## config.mk

```make
export PLATFORM = sky130hd
export DESIGN_NAME = noise_frame_ctrl
export DESIGN_NICKNAME = d
export VERILOG_FILES = /design/src/rtl/noise_ctrl_pkg.sv /design/src/rtl/noise_valid_delay.sv /design/src/rtl/noise_frame_ctrl.sv
export SDC_FILE = /design/constraint.sdc
export NUM_CORES = 1
export LEC_CHECK = 0
export ABC_AREA = 1
export CAP_MARGIN = 20
export CORE_MARGIN = 3
export CORE_UTILIZATION = 38
export DETAILED_ROUTE_END_ITERATION = 12
export PLACE_DENSITY = 0.59
export SYNTH_ARGS = -nofsm -noshare
export SYNTH_HDL_FRONTEND = slang
export SYNTH_HIERARCHICAL = 1
export SYNTH_SLANG_ARGS = --single-unit
```

## constraint.sdc

```tcl
create_clock -name clk -period 2.2 [get_ports clk]
set_input_delay 0.44 -clock clk [delete_from_list [all_inputs] [get_ports clk]]
set_output_delay 0.44 -clock clk [all_outputs]
set_load 0.01 [all_outputs]
```

## src/rtl/noise_ctrl_pkg.sv

```systemverilog
// rtl/noise_ctrl_pkg.sv - shared state encodings, default geometry and width helpers for the noise frame controller
package noise_ctrl_pkg;

  // Controller states; fsm_state exposes this 3-bit encoding directly
  typedef enum logic [2:0] {
    ST_IDLE  = 3'd0,
    ST_RUN   = 3'd1,
    ST_DRAIN = 3'd2,
    ST_DONE  = 3'd3
  } state_t;

  // Default frame geometry and pipeline depth
  localparam int DEF_IMG_W    = 512;
  localparam int DEF_IMG_H    = 320;
  localparam int DEF_WIN      = 7;
  localparam int DEF_PIPE_LAT = 19;  // 6 window/state + 3 SL/SM/SR + 10 compute

  // Counter width able to hold 0..n-1, never narrower than one bit
  function automatic int cnt_w(input int n);
    return (n <= 2) ? 1 : $clog2(n);
  endfunction

  localparam int DEF_COL_W   = cnt_w(DEF_IMG_W);
  localparam int DEF_ROW_W   = cnt_w(DEF_IMG_H);
  localparam int DEF_DRAIN_W = cnt_w(DEF_PIPE_LAT);

endpackage

```

## src/rtl/noise_valid_delay.sv

```systemverilog
// rtl/noise_valid_delay.sv - free-running single-bit delay line that tracks results through the fixed-latency pipeline
module noise_valid_delay #(
  parameter int DEPTH = 19
) (
  input  logic clk,
  input  logic rst,
  input  logic din,
  output logic dout
);

  generate
    if (DEPTH == 1) begin : g_single
      logic sr_q;

      // One-stage delay; cleared on reset so no stale flag survives an abort
      always_ff @(posedge clk) begin
        if (!rst) sr_q <= 1'b0;
        else      sr_q <= din;
      end

      assign dout = sr_q;
    end else begin : g_multi
      logic [DEPTH-1:0] sr_q;

      // Shift every cycle regardless of pixel flow so upstream gaps become bubbles
      always_ff @(posedge clk) begin
        if (!rst) sr_q <= '0;
        else      sr_q <= {sr_q[DEPTH-2:0], din};
      end

      assign dout = sr_q[DEPTH-1];
    end
  endgenerate

endmodule

```

## src/rtl/noise_frame_ctrl.sv

```systemverilog
// rtl/noise_frame_ctrl.sv - raster frame sequencer: pixel handshake, col/row tracking, window flag and drain/complete
// Optional: NOISE_FRAME_CTRL_AUTORESTART_EN chains frames back-to-back without start.
module noise_frame_ctrl
  import noise_ctrl_pkg::*;
#(
  parameter int IMG_W    = DEF_IMG_W,
  parameter int IMG_H    = DEF_IMG_H,
  parameter int WIN      = DEF_WIN,
  parameter int PIPE_LAT = DEF_PIPE_LAT
) (
  input  logic                     clk,
  input  logic                     rst,
  input  logic                     start,
  input  logic                     din_valid,
  output logic                     din_ready,
  output logic                     pix_en,
  output logic [$clog2(IMG_W)-1:0] col,
  output logic [$clog2(IMG_H)-1:0] row,
  output logic                     win_valid,
  output logic                     res_valid,
  output logic                     busy,
  output logic                     frame_complete,
  output logic [2:0]               fsm_state
);

  localparam int COL_W   = $clog2(IMG_W);
  localparam int ROW_W   = $clog2(IMG_H);
  localparam int DRAIN_W = cnt_w(PIPE_LAT);

  localparam logic [COL_W-1:0]   COL_LAST  = COL_W'(IMG_W - 1);
  localparam logic [ROW_W-1:0]   ROW_LAST  = ROW_W'(IMG_H - 1);
  localparam logic [COL_W-1:0]   COL_FIRST = COL_W'(WIN - 1);
  localparam logic [ROW_W-1:0]   ROW_FIRST = ROW_W'(WIN - 1);
  localparam logic [DRAIN_W-1:0] DRN_LAST  = DRAIN_W'(PIPE_LAT - 1);

  state_t               state_q, state_d;
  logic [COL_W-1:0]     col_q;
  logic [ROW_W-1:0]     row_q;
  logic [DRAIN_W-1:0]   drn_q;
  logic                 col_wrap;
  logic                 last_pix;

  // Handshake is derived from state only, so din_valid never reaches din_ready
  assign pix_en   = din_valid & din_ready;
  assign col_wrap = (col_q == COL_LAST);
  assign last_pix = pix_en & col_wrap & (row_q == ROW_LAST);

  // Window is fully inside once both coordinates have seen WIN-1 earlier pixels
  assign win_valid = pix_en & (row_q >= ROW_FIRST) & (col_q >= COL_FIRST);

  assign col       = col_q;
  assign row       = row_q;
  assign fsm_state = state_q;
  assign busy      = (state_q != ST_IDLE);

  // State register
  always_ff @(posedge clk) begin
    if (!rst) state_q <= ST_IDLE;
    else      state_q <= state_d;
  end

  // Next-state and per-state outputs; start is only honoured from IDLE
  always_comb begin
    state_d        = state_q;
    din_ready      = 1'b0;
    frame_complete = 1'b0;
    case (state_q)
      ST_IDLE: begin
        if (start) state_d = ST_RUN;
      end
      ST_RUN: begin
        din_ready = 1'b1;
        if (last_pix) state_d = ST_DRAIN;
      end
      ST_DRAIN: begin
        if (drn_q == DRN_LAST) state_d = ST_DONE;
      end
      ST_DONE: begin
        frame_complete = 1'b1;
`ifdef NOISE_FRAME_CTRL_AUTORESTART_EN
        state_d = ST_RUN;
`else
        state_d = ST_IDLE;
`endif
      end
      default: state_d = ST_IDLE;
    endcase
  end

  // Raster coordinates advance only on accepted pixels; drain counter runs while the pipeline empties
  always_ff @(posedge clk) begin
    if (!rst) begin
      col_q <= '0;
      row_q <= '0;
      drn_q <= '0;
    end else begin
      case (state_q)
        ST_IDLE: begin
          drn_q <= '0;
          if (start) begin
            col_q <= '0;
            row_q <= '0;
          end
        end
        ST_RUN: begin
          drn_q <= '0;
          if (pix_en) begin
            if (col_wrap) begin
              col_q <= '0;
              row_q <= (row_q == ROW_LAST) ? '0 : row_q + 1'b1;
            end else begin
              col_q <= col_q + 1'b1;
            end
          end
        end
        ST_DRAIN: begin
          drn_q <= drn_q + 1'b1;
        end
        ST_DONE: begin
          col_q <= '0;
          row_q <= '0;
          drn_q <= '0;
        end
        default: begin
          col_q <= '0;
          row_q <= '0;
          drn_q <= '0;
        end
      endcase
    end
  end

  noise_valid_delay #(
    .DEPTH (PIPE_LAT)
  ) u_valid_delay (
    .clk  (clk),
    .rst  (rst),
    .din  (win_valid),
    .dout (res_valid)
  );

endmodule

```

==> results of run 1 <==
state kept, by name, summed over array words and instances (netlist names):
signal                      cells
col                             9
drn_q                           5
fsm_state                       2
row                             9
u_valid_delay/g_multi.sr_q     19
layout make-up:
class | instances | area share
Clock inverter | 3 | 0.0169
Clock buffer | 5 | 0.0273
Inverter | 51 | 0.0759
Sequential cell | 44 | 0.351
Multi-Input combinational cell | 168 | 0.363
Tap cell | 70 | 0.0347
Timing Repair Buffer | 34 | 0.131
critical path: stages (launching register included):
cell	delay [ps]
dfxtp_2	350
inv_1	80
ha_1	200
nand2_1	60
inv_1	60
buf_4	100
clkdlybuf4s50_1	520
layout by cell type, fill, tap and decap left out, drive strengths merged:
master,Yosys,layout
bufinv,0,1
o211a,1,1
clkbuf,0,5
nor2,32,32
conb,1,1
nor3,5,5
o21bai,1,1
dlygate4sd2,0,1
clkinv,0,1
dfxtp,44,44
xnor2,1,1
nand3,15,15
or2,2,2
nand2,70,70
ha,11,11
nand4,6,6
clkdlybuf4s50,0,28
clkinvlp,0,1
inv,51,51
a21o,1,1
and2,1,1
o21ai,7,7
buf,5,5
a21oi,11,11
a211oi,1,1
xor2,2,2
routing by layer:
metal | global-route usage | vias to the layer above | wire length [um]
li1 | - | 885 | -
met1 | 0.175 | 726 | 1900
met2 | 0.200 | 24 | 1640
met3 | 0.0305 | 7 | 129
met4 | 0.0670 | 0 | 75
met5 | 0 | - | 0
timing repair:
item                       CTS  global route
pin swaps                    1             0
setup endpoints to repair    1             8
resized for setup            1             6
cell families (layout without fill, tap and decap cells):
family,count (synthesis),count (layout),synth area share
and+or+nand+nor,131,131,0.302
adders and majority gates,11,11,0.0672
AOI/OAI and AO/OA,22,22,0.0605
xor gates and xnor gates,3,3,0.0128
buffers and inverters,56,93,0.125
other,1,1,0.00183
DFF,44,44,0.430
path summary, 6_finish.rpt:
kind                            slack, ps                              to  cells after the start
worst min register to register        420  u_valid_delay/g_multi.sr_q[11]                      2
worst min-delay path                  420  u_valid_delay/g_multi.sr_q[11]                      2
worst max register to register        270                          row[7]                     14
worst max-delay path                  100                          pix_en                      6
per-stage QoR:
stage | power (mW) | setup TNS [ps] | area (um2)
5_1_grt | 2.37 | -5.28 | 2520
2_1_floorplan | 1.41 | 0 | 2050
3_5_place_dp | 1.62 | -136 | 2400
4_1_cts | 2.24 | 0 | 2510
6_report | 2.21 | 0 | 2520
3_3_place_gp | 1.61 | -131 | 2400
where the power goes:
part | internal, mW | switching (mW)
combinational | 0.296 | 0.406
clock | 0.336 | 0.273
sequential | 0.847 | 0.0536
total | 1.48 | 0.733
==> results.json, run 1 <==
{
  "synthFlopType": "dfxtp_1",
  "grt_pass1_vias": 1437,
  "netlist_area_mm2": 0.00205,
  "synth.most_common_cell": "nand2_1",
  "h-tree-depth": 2,
  "critPathKind": "reg -> out",
  "min_period_ps": 2100,
  "status": "complete, no violations",
  "grt_max_degree": 26,
  "p_per_area_mw_per_mm2": 877,
  "start_kind": "flip-flop",
  "startpoint": "fsm_state[1]",
  "die_area_mm2": 0.00630,
  "core_mm2": 0.00517,
  "critPathRequiredTime_ps": 1760,
  "clk_pin_slew_worst_paths_ps": 80,
  "wl_um": 3750,
  "place_inst": 367,
  "rr_startpoint": "col[1]",
  "syn_to_final_growth_pct": 23.2,
  "wl_per_cell_um": 10.0,
  "numPortBuffers": 29,
  "cts_max_path_buffers": 2,
  "ys_seq_area_frac": 0.430,
  "synth_area_leaders": "dfxtp_1, nand2_1, inv_1",
  "drcViolationCount": 0,
  "p_leak_nw": 1.19,
  "setup_viol": 0,
  "ir_worst_vdd_mv": 0.452,
  "place_congestion": 0.781,
  "maxSlewViolCount": 0,
  "grt.total_usage": 0.132,
  "start_util": 0.396,
  "seqCellArea_um2": 886,
  "multi_input_area_um2": 915,
  "avgSynthCellArea_um2": 7.64,
  "vias": 1642,
  "fill_cells": 530,
  "timing.final.crit_share": 0.954,
  "grt_overflow_total": 0,
  "cts.sinks": 44,
  "synth_warnings": 6,
  "die-width_um": 79.4,
  "pre_cts_ws_ps": -136,
  "clk_root_buffer_cell": "clkbuf_8",
  "synthArstFlopShare": 0,
  "cts_tree": "built",
  "worst_slack_ps": 101,
  "fmax_mhz": 476,
  "rows": 26,
  "drive_above_1_share": 0.115,
  "drt_iter0_drc": 41,
  "clk_latency_ps": 290,
  "utilization": 0.487,
  "die_h_um": 79.4,
  "worstPathMaxFanout": 5,
  "postRouteAntennaNets": 0,
  "postCtsHoldBufs": 0,
  "synth-seq-cells": 44,
  "synth_nets": 283,
  "cp-end-kind": "primary output",
  "cts_setup_buffers": 0,
  "max-cap-violations": 0,
  "synth_largest_area_cell": "dfxtp_1",
  "fin_cells": 375,
  "via_per_inst": 4.38,
  "grt_pass1_wl_um": 6530,
  "antenna_cells": 0,
  "ys_top_cells_by_count": "nand2_1, inv_1, dfxtp_1",
  "ys_types": 30,
  "synth_top_area_frac": 0.430,
  "dp_hpwl_um": 2820,
  "worstHoldPathType": "reg -> reg",
  "pin_count": 31,
  "dr.pass1.iters": 4,
  "synth_edf_count": 0,
  "cts_buffers": 5,
  "finClkSkew_ps": 5.50,
  "synth_cells": 268,
  "num-nets-final": 319,
  "timing.final.hold_violations": 0,
  "min_from": "u_valid_delay/g_multi.sr_q[10]",
  "antenna_found_initial": 0,
  "rsz0062_at_grt": "yes",
  "cp.arrival_ps": 1660,
  "holdWs_ps": 418
}
Note: power is estimated with default switching activity, not from simulation.
==> run 2: changes to the inputs <==
Settings changed: GPL_TIMING_DRIVEN set to 0.
==> results.json, run 2 (same netlist as run 1, synthesis figures left out) <==
{
  "final_cell_mix": "nand2_1, inv_1, dfxtp_1",
  "start_util": 0.396,
  "drive_above_1_share": 0.121,
  "drcViolationCount": 0,
  "dr.pass1.iters": 4,
  "drt_iter0_drc": 76,
  "num-nets-final": 321,
  "clk_latency_ps": 300,
  "hold_depth": 2,
  "postRouteAntennaNets": 0,
  "numPortBuffers": 29,
  "vias": 1669,
  "timing.final.hold_violations": 0,
  "r2r-end": "row[7]",
  "cts.sinks": 44,
  "fin_cells": 377,
  "critPathKind": "reg -> out",
  "critPathSlowestCell": "dfxtp_2",
  "regMostFlops": "u_valid_delay/g_multi.sr_q",
  "start_kind": "flip-flop",
  "max_stage_delay_ps": 350,
  "seqCellArea_um2": 885,
  "rsz0062_at_grt": "no",
  "postCtsHoldBufs": 0,
  "wl_per_cell_um": 9.77,
  "fill_cells": 524,
  "ir_worst_vdd_mv": 0.521,
  "cp.arrival_ps": 1590,
  "r2r.worst_path.cells": 13,
  "rr_startpoint": "col[3]",
  "grt_overflow_total": 0,
  "setup.worst_path.end": "win_valid",
  "grt_pass1_wl_um": 6390,
  "crit_cells": 8,
  "path_delay_family": "buffers and inverters",
  "status": "complete, no violations",
  "place_inst": 367,
  "startpoint": "fsm_state[1]",
  "place_congestion": 0.807,
  "grt_max_degree": 16,
  "antenna_found_initial": 0,
  "worst_slack_ps": 173,
  "die-width_um": 79.4,
  "syn_to_final_growth_pct": 24.9,
  "die_area_mm2": 0.00630,
  "final_common_cell": "nand2_1",
  "via_per_inst": 4.43,
  "core_mm2": 0.00517,
  "p_leak_nw": 1.22,
  "cts_tree": "built",
  "h-tree-depth": 2,
  "wl_um": 3680,
  "cp-end-kind": "primary output",
  "pin_count": 31,
  "timing.final.crit_share": 0.922,
  "worstHoldPathType": "reg -> reg",
  "rows": 26,
  "cp_cell_sequence": "inv_1 -> ha_1 -> buf_6 -> nand2_1 -> inv_1 -> o21ai_0 -> nor2_1 -> buf_2",
  "worstPathMaxFanout": 7,
  "grt_pass1_vias": 1456,
  "cts_max_path_buffers": 2,
  "finClkSkew_ps": 3.63,
  "critPathRequiredTime_ps": 1760,
  "grt.total_usage": 0.129,
  "setup_viol": 0,
  "maxSlewViolCount": 0,
  "ff2ff_setup_slack_ps": 210,
  "fmax_mhz": 493,
  "cts_buffers": 5,
  "die_h_um": 79.4,
  "max-cap-violations": 0,
  "min_period_ps": 2030,
  "worst-path-buf-inv": 4,
  "pre_cts_ws_ps": -164,
  "clk_root_buffer_cell": "clkbuf_8",
  "crit_top_cell": "inv_1",
  "largest_register_ffs": 19,
  "multi_input_area_um2": 913,
  "antenna_cells": 0,
  "clk_pin_slew_worst_paths_ps": 80,
  "p_per_area_mw_per_mm2": 885,
  "dp_hpwl_um": 2710
}
## run 2: worst min-delay path by stage
stage	startpoint	end
after floorplan	u_valid_delay/g_multi.sr_q[16]	u_valid_delay/g_multi.sr_q[17]
after global placement	u_valid_delay/g_multi.sr_q[10]	u_valid_delay/g_multi.sr_q[11]
after detailed placement	u_valid_delay/g_multi.sr_q[7]	u_valid_delay/g_multi.sr_q[8]
after CTS	u_valid_delay/g_multi.sr_q[0]	u_valid_delay/g_multi.sr_q[1]
after global routing	u_valid_delay/g_multi.sr_q[4]	u_valid_delay/g_multi.sr_q[5]
final	u_valid_delay/g_multi.sr_q[0]	u_valid_delay/g_multi.sr_q[1]
## run 2: layout make-up
| type | instances | share of cell area |
|---|---|---|
| Clock buffer | 5 | 0.0269 |
| Buffer | 5 | 0.0254 |
| Sequential cell | 44 | 0.346 |
| Multi-Input combinational cell | 168 | 0.357 |
| Clock inverter | 3 | 0.0186 |
| Tap cell | 70 | 0.0342 |
| Inverter | 51 | 0.0749 |
| Timing Repair Buffer | 31 | 0.117 |
## run 2: power breakdown
part	switching (mW)	internal, mW	leakage (nW)	total, mW
Combinational	0.409	0.327	0.803	0.736
Sequential	0.0536	0.844	0.356	0.898
Clock	0.289	0.342	0.0583	0.631
Total	0.751	1.51	1.22	2.26
## run 2: worst register-to-register path: cells and delay by family, from the launching register on
kind                     cells  cell delay (ps)
buffers and inverters        2              210
flip-flops                   1              410
adder cells (fa/ha/maj)      1              170
AND/OR/NAND/NOR             10             1110
## run 2: timing repair
item / 4_1_cts / 5_1_grt
pin swaps: 1 / 1
endpoints found under the hold margin: 0 / 0
endpoints found under the setup margin: 2 / 9
buffers inserted: 0 / 2
resized for setup: 6 / 3
## run 2: through the flow
step                cell area [um2]   util  TNS, ps  hold slack (ps)  total power [mW]
finish                         2560  0.494        0              415              2.26
global route                   2560  0.494        0              429              2.45
floorplan                      2050      -        0              386              1.41
global placement               2420  0.469     -171              392              1.64
CTS                            2540  0.492        0              421              2.30
detailed placement             2420  0.469     -164              399              1.64
## run 2: per-layer routing
layer,part of all wire,global-route usage,up-vias
met5,0,0,-
met4,0.016,0.0567,0
met3,0.040,0.0474,5
met2,0.45,0.189,31
met1,0.50,0.168,742
li1,-,-,891
